**config.mk**
```make
export PLATFORM = sky130hd
export DESIGN_NAME = seq_divider_4bit
export DESIGN_NICKNAME = d
export VERILOG_FILES = /design/src/rtl/seq_divider_4bit.sv
export SDC_FILE = /design/constraint.sdc
export NUM_CORES = 1
export LEC_CHECK = 0
export CAP_MARGIN = 20
export CORE_MARGIN = 1.5
export CORE_UTILIZATION = 30
export CTS_BUF_LIST = sky130_fd_sc_hd__clkbuf_8 sky130_fd_sc_hd__clkbuf_16
export CTS_CLUSTER_SIZE = 16
export DETAILED_ROUTE_END_ITERATION = 8
export GPL_TIMING_DRIVEN = 1
export MAX_ROUTING_LAYER = met4
export RECOVER_POWER = 100
export SLEW_MARGIN = 25
export SYNTH_ARGS = -nofsm -noshare
export SYNTH_HDL_FRONTEND = slang
export SYNTH_SLANG_ARGS = --single-unit
```
**constraint.sdc**
```tcl
create_clock -name clk -period 2.75 [get_ports clk]
set_input_delay 0.4125 -clock clk [delete_from_list [all_inputs] [get_ports clk]]
set_output_delay 0.4125 -clock clk [all_outputs]
set_load 0.005 [all_outputs]
```
**src/rtl/seq_divider_4bit.sv**
```systemverilog
// Multi-cycle unsigned 4-bit restoring divider, one quotient bit per clock.
// Ports: clk, rst, start, a, b in; q, r, busy, done, dbz out (all registered).

module nand_xor (
  input  logic x,
  input  logic y,
  output logic z
);
  logic n1, n2, n3;
  assign n1 = ~(x & y);
  assign n2 = ~(x & n1);
  assign n3 = ~(y & n1);
  assign z  = ~(n2 & n3);
endmodule

module and_cell (
  input  logic x,
  input  logic y,
  output logic z
);
  logic n;
  assign n = ~(x & y);
  assign z = ~(n & n);
endmodule

module or_cell (
  input  logic x,
  input  logic y,
  output logic z
);
  logic nx, ny;
  assign nx = ~(x & x);
  assign ny = ~(y & y);
  assign z  = ~(nx & ny);
endmodule

module fa_cell (
  input  logic x,
  input  logic y,
  input  logic cin,
  output logic s,
  output logic cout
);
  logic p, g, t;
  nand_xor u_x0 (.x(x),   .y(y),   .z(p));
  nand_xor u_x1 (.x(p),   .y(cin), .z(s));
  and_cell u_a0 (.x(x),   .y(y),   .z(g));
  and_cell u_a1 (.x(p),   .y(cin), .z(t));
  or_cell  u_o0 (.x(g),   .y(t),   .z(cout));
endmodule

module seq_divider_4bit (
  input  logic       clk,
  input  logic       rst,
  input  logic       start,
  input  logic [3:0] a,
  input  logic [3:0] b,
  output logic [3:0] q,
  output logic [3:0] r,
  output logic       busy,
  output logic       done,
  output logic       dbz
);
  typedef enum logic [1:0] {
    IDLE = 2'd0,
    CALC = 2'd1,
    DONE = 2'd2
  } state_t;

  state_t     state, state_n;
  logic [3:0] quo, rem, bl;
  logic [1:0] cnt;
  logic [4:0] shifted, sub_b, trial;
  logic [5:0] cy;
  logic       nonneg;
  logic [3:0] quo_n, rem_n;

  assign shifted = {rem, quo[3]};
  assign sub_b   = ~{1'b0, bl};
  assign cy[0]   = 1'b1;

  for (genvar i = 0; i < 5; i++) begin : g_sub
    fa_cell u_fa (
      .x   (shifted[i]),
      .y   (sub_b[i]),
      .cin (cy[i]),
      .s   (trial[i]),
      .cout(cy[i+1])
    );
  end

  // No-borrow and a clear sign bit agree over every reachable
  // shifted/bl pair; requiring both keeps the carry-out live.
  and_cell u_ok (.x(cy[5]), .y(~trial[4]), .z(nonneg));

  assign quo_n = {quo[2:0], nonneg};
  assign rem_n = nonneg ? trial[3:0] : shifted[3:0];

  always_comb begin
    state_n = state;
    unique case (state)
      IDLE:    if (start) state_n = CALC;
      CALC:    if (cnt == 2'd3) state_n = DONE;
      DONE:    state_n = IDLE;
      default: state_n = IDLE;
    endcase
  end

  always_ff @(posedge clk or posedge rst) begin
    if (rst) begin
      state <= IDLE;
      cnt   <= 2'd0;
      quo   <= 4'd0;
      rem   <= 4'd0;
      bl    <= 4'd0;
      q     <= 4'd0;
      r     <= 4'd0;
      busy  <= 1'b0;
      done  <= 1'b0;
      dbz   <= 1'b0;
    end else begin
      state <= state_n;
      busy  <= (state_n == CALC);
      done  <= (state_n == DONE);
      case (state)
        IDLE: begin
          if (start) begin
            bl  <= b;
            quo <= a;
            rem <= 4'd0;
            cnt <= 2'd0;
          end
        end
        CALC: begin
          quo <= quo_n;
          rem <= rem_n;
          cnt <= cnt + 2'd1;
          if (cnt == 2'd3) begin
            q   <= quo_n;
            r   <= rem_n;
            dbz <= (bl == 4'd0);
          end
        end
        default: ;
      endcase
    end
  end
endmodule
```
==> results of run 1 <==
worst max-delay path: stages, from the launching register on:
cell and delay (ps):
dfrtp_1 390, inv_1 70, ha_1 130, inv_1 50
fa_1 390, fa_1 380, inv_1 70, fa_1 200
xnor2_2 200, mux2_1 410, o21ai_2 110
stage by stage:
step	total power, mW	std cells
6_report	1.72	173
5_1_grt	1.89	173
4_1_cts	1.87	173
3_5_place_dp	1.65	169
3_3_place_gp	1.59	169
2_1_floorplan	1.33	100
layout make-up:
type                    instances  area (sq um)  area share
clock buffers                   3          41.3      0.0273
clock inverters                 1          3.75     0.00249
inverters                       9          33.8      0.0224
multi-input cells              61           479       0.317
flip-flops and latches         27           676       0.447
well taps                      50          62.6      0.0414
repair buffers                 22           214       0.142
sequential cells by signal, summed over array words and instances (netlist names):
name,cells
rem,4
done,1
cnt,2
state,2
bl,4
busy,1
dbz,1
quo,4
q,4
r,4
layer usage:
| layer | vias to the layer above | track usage | wire length, um |
|---|---|---|---|
| met4 | 0 | 0.0306 | 18 |
| met5 | - | - | 0 |
| li1 | 384 | - | - |
| met3 | 4 | 0.0200 | 103 |
| met1 | 388 | 0.162 | 1140 |
| met2 | 23 | 0.226 | 1160 |
kinds of logic after synthesis:
group,synth area share
multiplexers,0.113
XOR/XNOR,0.0131
flip-flops,0.543
AO/OA/AOI/OAI,0.121
buffers and inverters,0.0412
adder cells (fa/ha/maj),0.0684
AND/OR/NAND/NOR,0.101
cells in the mapped netlist, drive strengths merged (2+ instances only):
cell and instances:
a21oi 2, mux2 10, nand2b 3, buf 3, o21ai 13, mux2i 2, dfrtp 27, nor2b 2
a22oi 3, ha 2, inv 9, fa 3, nand2 13
worst max path at each step:
stage | startpoint | end | slack [ps] | cells past startpoint
floorplan | quo[3] | r[0] | 480 | 10
global placement | quo[3] | r[3] | 410 | 10
detailed placement | quo[3] | r[1] | 290 | 10
CTS | quo[3] | r[1] | 290 | 10
global route | quo[3] | r[1] | 50 | 10
finish | quo[3] | r[0] | 270 | 10
where the power goes:
part	leakage, nW	switching, mW	internal [mW]
registers	0.338	0.137	0.579
clock network	0.0269	0.119	0.100
logic	0.329	0.389	0.394
==> results.sh, run 1 <==
export IMPL_rsz0062_at_grt="no"
export IMPL_ys_seq_area_frac=0.543
export IMPL_start_util=0.311
export IMPL_most_common_cell_after_layout_fill_and_taps_aside="dfrtp_1"
export IMPL_drt_iter0_drc=15
export IMPL_clock_pin_slew_of_the_registers_on_the_worst_case_setup_and_hold_paths_ps=90
export IMPL_post_route_worst_setup_slack_ps=268
export IMPL_finish_utilization=0.378
export IMPL_setup_worst_path_end_class="register"
export IMPL_final_net_count=140
export IMPL_syn_num_nets=116
export IMPL_timing_critical_path_arrival_ps=2670
export IMPL_critical_path_reg2reg_startpoint="quo[3]"
export IMPL_chipHeight_um=67.4
export IMPL_placement_io_buffers=21
export IMPL_synthToLayoutAreaGrowth_pct=21.4
export IMPL_cts_setup_buffers=0
export IMPL_antenna_found_initial=0
export IMPL_synth_top_cell_area_share=0.543
export IMPL_setup_failing_eps_final=0
export IMPL_run_status="finished, final reports clean"
export IMPL_slew_viol_final=0
export IMPL_postSynthCellCount=100
export IMPL_vdd_drop_max_mv=0.363
export IMPL_totalNegativeSetupSlack_ps=0
export IMPL_clock_tree_buffer_depth=2
export IMPL_clk_insertion_delay_late_ps=270
export IMPL_io_pins=22
export IMPL_fillers=397
export IMPL_dieWidth_um=67.4
export IMPL_synthDominantAreaCellType="dfrtp_1"
export IMPL_final_period_utilization=0.903
export IMPL_grt_overflow_total=0
export IMPL_numClockSinks=27
export IMPL_average_cell_area_after_synthesis_sq_um=12.4
export IMPL_reg2reg_depth=10
export IMPL_ys_top_cells_by_area="dfrtp_1 (54%), mux2_1 (7.2%), fa_1 (4.8%)"
export IMPL_dieArea_sq_um=4540
export IMPL_drt_wirelength_per_cell_um=14.0
export IMPL_synth_edff_count=0
export IMPL_gp_congestion=0.794
export IMPL_antenna_cells=0
export IMPL_finalHoldWorstSlack_ps=473
export IMPL_critical_path_rt_ps=2940
export IMPL_p_leak_nw=0.694
export IMPL_worstSetupStartpointType="register"
export IMPL_yosys_warnings=0
export IMPL_dp_final_hpwl_mm=1.79
export IMPL_min_path_type="reg -> reg"
export IMPL_grt_first_pass_wirelength_mm=4.24
export IMPL_netlist_area_sq_um=1240
export IMPL_detail_route_vias_per_cell=4.62
export IMPL_maxCapViolCount=0
export IMPL_gr_usage_all_layers=0.131
export IMPL_regToRegSetupSlack_ps=270
export IMPL_tritoncts_num_buffers=3
export IMPL_route_final_wire_length_mm=2.42
export IMPL_yosysUniqueCellTypes=26
export IMPL_place_ws_ps=288
export IMPL_layout_common_cells="dfrtp_1 (27), nand2_1 (13), dlygate4sd3_1 (13)"
export IMPL_fmax_ghz=0.403
export IMPL_hold_violations=0
export IMPL_place_area_sq_um=1510
export IMPL_min_delay_worst_endpoint="r[0]"
export IMPL_synth_main_ff_cell="dfrtp_1"
export IMPL_asyncSetResetFlopFracSynth=1.00
export IMPL_fin_worst_skew_ps=1.46
export IMPL_drcViolationCount=0
export IMPL_powerDensity_nw_per_um2=1140
export IMPL_layout_drive_gt1_share=0.0650
export IMPL_min_delay_start="r[0]"
export IMPL_detail_route_first_pass_iterations=4
export IMPL_slew_limit_headroom=0.0274
export IMPL_h_tree_depth=1
export IMPL_ctsResizeCount=0
export IMPL_root_buffer="clkbuf_8"
export IMPL_ctsHoldBuffers=0
export IMPL_antenna_left=0
export IMPL_tritoncts="done"
export IMPL_critical_path_class="reg -> reg"
export IMPL_timing_hold_worst_path_depth=2
export IMPL_detailroute_via_count=799
export IMPL_worstPathMaxFanout=6
export IMPL_stdcell_area_sq_um=1510
export IMPL_first_global_vias=908
export IMPL_rows=23
export IMPL_grt_start_max_net_pins=28
export IMPL_max_slew_worst_pin_slew_ps=1460
export IMPL_rr_endpoint="r[0]"
export IMPL_ys_seq_elements=27
export IMPL_final_period_minus_worst_setup_slack_ps=2480
export IMPL_core_area_sq_um=4000
No activity file was read; power rests on OpenSTA's default activity.
==> run 2, diff against run 1 <==
Settings changed: CORE_MARGIN 1.5 to 2, GPL_ROUTABILITY_DRIVEN set to 0.
==> results.sh, run 2 (synthesis results as in run 1) <==
export IMPL_reg2reg_depth=10
export IMPL_hold_violations=0
export IMPL_grt_start_max_net_pins=27
export IMPL_dieArea_sq_um=4680
export IMPL_layout_common_cells="dfrtp_1 (27), nand2_1 (13), dlygate4sd3_1 (13)"
export IMPL_chipHeight_um=68.4
export IMPL_detail_route_vias_per_cell=4.57
export IMPL_critical_path_cell_chain="inv_1 > ha_1 > inv_1 > fa_1 > fa_1 > inv_1 > fa_1 > xnor2_2 > mux2_1 > o21ai_2"
export IMPL_placement_io_buffers=21
export IMPL_final_period_minus_worst_setup_slack_ps=2510
export IMPL_antenna_found_initial=0
export IMPL_clk_insertion_delay_late_ps=270
export IMPL_root_buffer="clkbuf_8"
export IMPL_p_leak_nw=0.695
export IMPL_placed_cells_incl_taps=169
export IMPL_vdd_drop_max_mv=0.310
export IMPL_drt_iter0_drc=37
export IMPL_grt_overflow_total=0
export IMPL_tritoncts_num_buffers=3
export IMPL_regToRegSetupSlack_ps=240
export IMPL_critical_path_reg2reg_startpoint="quo[3]"
export IMPL_slew_viol_final=0
export IMPL_dp_final_hpwl_mm=1.77
export IMPL_min_path_type="in -> async"
export IMPL_tritoncts="done"
export IMPL_h_tree_depth=1
export IMPL_dieWidth_um=68.4
export IMPL_route_final_wire_length_mm=2.34
export IMPL_drcViolationCount=0
export IMPL_synthToLayoutAreaGrowth_pct=21.6
export IMPL_critical_path_rt_ps=2940
export IMPL_rows=23
export IMPL_antenna_cells=0
export IMPL_detailroute_via_count=791
export IMPL_final_period_utilization=0.912
export IMPL_finish_cell_count_without_fillers=173
export IMPL_timing_critical_path_arrival_ps=2700
export IMPL_cts_setup_buffers=0
export IMPL_first_global_vias=836
export IMPL_grt_first_pass_wirelength_mm=4.07
export IMPL_ctsHoldBuffers=0
export IMPL_drt_wirelength_per_cell_um=13.5
export IMPL_detail_route_first_pass_iterations=4
export IMPL_ctsResizeCount=0
export IMPL_critical_path_n_buffers_inverters=3
export IMPL_maxCapViolCount=0
export IMPL_rsz0062_at_grt="no"
export IMPL_core_area_sq_um=4000
export IMPL_path_delay_family="adder cells"
export IMPL_powerDensity_nw_per_um2=1130
export IMPL_timing_critical_path_slowest_cell_delay_ps=410
export IMPL_clock_pin_slew_of_the_registers_on_the_worst_case_setup_and_hold_paths_ps=80
export IMPL_numClockSinks=27
export IMPL_layout_drive_gt1_share=0.0732
export IMPL_worstPathMaxFanout=6
export IMPL_place_ws_ps=305
export IMPL_gr_usage_all_layers=0.122
export IMPL_critical_path_class="reg -> reg"
export IMPL_clock_tree_buffer_depth=2
export IMPL_max_slew_worst_pin_slew_ps=1380
export IMPL_rr_endpoint="r[0]"
export IMPL_setup_failing_eps_final=0
export IMPL_post_route_worst_setup_slack_ps=241
export IMPL_run_status="finished, final reports clean"
export IMPL_fin_worst_skew_ps=3.29
export IMPL_start_util=0.311
export IMPL_io_pins=22
export IMPL_most_common_cell_after_layout_fill_and_taps_aside="dfrtp_1"
export IMPL_worstSetupStartpointType="register"
export IMPL_totalNegativeSetupSlack_ps=0
export IMPL_cp_slowest_cell="mux2_1"
export IMPL_setup_worst_path_end_class="register"
export IMPL_antenna_left=0
export IMPL_fmax_ghz=0.399
export IMPL_final_net_count=140
export IMPL_slew_limit_headroom=0.0786
-- run 2: cell types whose count changed in the layout (fill, tap and decap cells not counted) --
| cell | change |
|---|---|
| o21ai_1 | +1 |
| nand2b_2 | +1 |
| o21ai_0 | -1 |
| nand2b_1 | -1 |
-- run 2: worst max-delay path by stage --
stage          cells after the start   start  slack (ps)    to
2_1_floorplan                     10  quo[3]         480  r[0]
3_3_place_gp                      10  quo[3]         420  r[2]
3_5_place_dp                      10  quo[3]         310  r[2]
4_1_cts                           10  quo[3]         280  r[2]
5_1_grt                           10  quo[3]          50  r[0]
6_report                          10  quo[3]         240  r[0]
-- run 2: where the power goes --
group / switching, mW / internal (mW)
Combinational: 0.381 / 0.392
Sequential: 0.140 / 0.580
Clock: 0.112 / 0.0999
-- run 2: cell type report --
cell class              instances  area [sq um]
multi-input cells              61           482
fillers                       397          2490
inverters                       9          33.8
flip-flops and latches         27           676
repair buffers                 22           214
well taps                      50          62.6
clock buffers                   3          41.3
clock inverters                 1          3.75
-- run 2: per-layer routing --
metal | track usage | wire (um) | up-vias
li1 | - | - | 382
met1 | 0.158 | 1070 | 387
met2 | 0.201 | 1140 | 20
met3 | 0.0197 | 109 | 2
met4 | 0.0300 | 16 | 0
met5 | - | 0 | -
-- run 2: stage by stage --
stage / utilization / total power [mW] / area [sq um] / hold slack [ps]
floorplan: - / 1.33 / 1240 / 450
global placement: 0.377 / 1.59 / 1510 / 468
detailed placement: 0.377 / 1.64 / 1510 / 466
CTS: 0.388 / 1.86 / 1550 / 272
global route: 0.378 / 1.90 / 1510 / 411
finish: 0.378 / 1.71 / 1510 / 415
==> run 3, diff against run 2 <==
Settings changed: CORE_MARGIN 2 to 5.
==> results.sh, run 3 (synthesis results as in run 1) <==
export IMPL_grt_start_max_net_pins=28
export IMPL_totalNegativeSetupSlack_ps=0
export IMPL_chipHeight_um=74.4
export IMPL_numClockSinks=27
export IMPL_final_net_count=140
export IMPL_final_period_minus_worst_setup_slack_ps=2520
export IMPL_grt_first_pass_wirelength_mm=4.12
export IMPL_most_common_cell_after_layout_fill_and_taps_aside="dfrtp_1"
export IMPL_run_status="finished, final reports clean"
export IMPL_timing_critical_path_arrival_ps=2710
export IMPL_layout_drive_gt1_share=0.0650
export IMPL_dieArea_sq_um=5530
export IMPL_rows=23
export IMPL_drt_iter0_drc=47
export IMPL_detail_route_first_pass_iterations=4
export IMPL_finish_cell_count_without_fillers=173
export IMPL_critical_path_class="reg -> reg"
export IMPL_clk_insertion_delay_late_ps=270
export IMPL_cts_setup_buffers=0
export IMPL_placed_cells_incl_taps=169
export IMPL_synthToLayoutAreaGrowth_pct=21.4
export IMPL_placement_io_buffers=21
export IMPL_layout_common_cells="dfrtp_1 (27), nand2_1 (13), dlygate4sd3_1 (13)"
export IMPL_dp_final_hpwl_mm=1.75
export IMPL_setup_worst_path_end_class="register"
export IMPL_regToRegSetupSlack_ps=230
export IMPL_clock_pin_slew_of_the_registers_on_the_worst_case_setup_and_hold_paths_ps=90
export IMPL_p_leak_nw=0.688
export IMPL_critical_path_rt_ps=2940
export IMPL_detail_route_vias_per_cell=4.54
export IMPL_ctsHoldBuffers=0
export IMPL_clock_tree_buffer_depth=2
export IMPL_route_final_wire_length_mm=2.38
export IMPL_rsz0062_at_grt="no"
export IMPL_antenna_left=0
export IMPL_first_global_vias=848
export IMPL_detailroute_via_count=785
export IMPL_powerDensity_nw_per_um2=1130
export IMPL_ctsResizeCount=0
export IMPL_root_buffer="clkbuf_8"
export IMPL_drt_wirelength_per_cell_um=13.8
export IMPL_antenna_found_initial=0
export IMPL_vdd_drop_max_mv=0.563
export IMPL_start_util=0.311
export IMPL_min_path_type="reg -> reg"
export IMPL_gr_usage_all_layers=0.101
export IMPL_antenna_cells=0
export IMPL_fmax_ghz=0.396
export IMPL_h_tree_depth=1
export IMPL_drcViolationCount=0
export IMPL_core_area_sq_um=4000
export IMPL_final_period_utilization=0.917
export IMPL_fin_worst_skew_ps=6.11
export IMPL_totalPowerFinal_mw=1.71
export IMPL_slew_viol_final=0
export IMPL_tritoncts_num_buffers=3
export IMPL_tritoncts="done"
export IMPL_worstPathMaxFanout=6
export IMPL_grt_overflow_total=0
export IMPL_maxCapViolCount=0
export IMPL_slew_limit_headroom=0.0529
export IMPL_post_route_worst_setup_slack_ps=227
export IMPL_place_ws_ps=326
export IMPL_max_slew_worst_pin_slew_ps=1420
export IMPL_dieWidth_um=74.4
export IMPL_io_pins=22
export IMPL_hold_violations=0
export IMPL_setup_failing_eps_final=0
export IMPL_worstSetupStartpointType="register"
run 3: worst paths after layout:
kind | start | to | depth (start not counted)
setup / recovery | quo[3] | r[0] | 10
max in group asynchronous | rst | r[3] | 3
setup reg to reg | quo[3] | r[0] | 10
min in group asynchronous | rst | state[1] | 3
hold / removal | r[3] | r[3] | 2
hold reg to reg | r[3] | r[3] | 2
run 3: per-layer routing:
layer	routed length, um	GRT usage
met1	1140	0.135
met5	0	-
met3	187	0.0419
met4	10	0.0198
met2	1050	0.146
run 3: per-stage QoR:
stage          area (sq um)   util  hold slack, ps
2_1_floorplan          1240      -             450
3_3_place_gp           1510  0.377             465
3_5_place_dp           1510  0.377             465
4_1_cts                1560  0.389             487
5_1_grt                1510  0.378             518
6_report               1510  0.378             476
run 3: cell type report:
class | instances | area (sq um)
fill | 403 | 2490
tap | 50 | 62.6
timing repair buffer | 22 | 214
clock buffer | 3 | 41.3
clock inverter | 1 | 7.51
multi-input combinational | 61 | 475
inverter | 9 | 33.8
sequential | 27 | 676
run 3: power breakdown:
| part | switching (mW) | leakage, nW | internal (mW) | total [mW] |
|---|---|---|---|---|
| Combinational | 0.379 | 0.328 | 0.389 | 0.768 |
| Sequential | 0.139 | 0.338 | 0.579 | 0.718 |
| Clock | 0.123 | 0.0217 | 0.103 | 0.226 |
run 3: worst max-delay path, stage by stage, from the launching register on:
cell	delay [ps]
dfrtp_1	390
inv_1	80
ha_1	150
inv_1	50
fa_1	380
fa_1	360
inv_1	80
fa_1	200
xnor2_2	210
mux2_1	400
o21ai_0	150
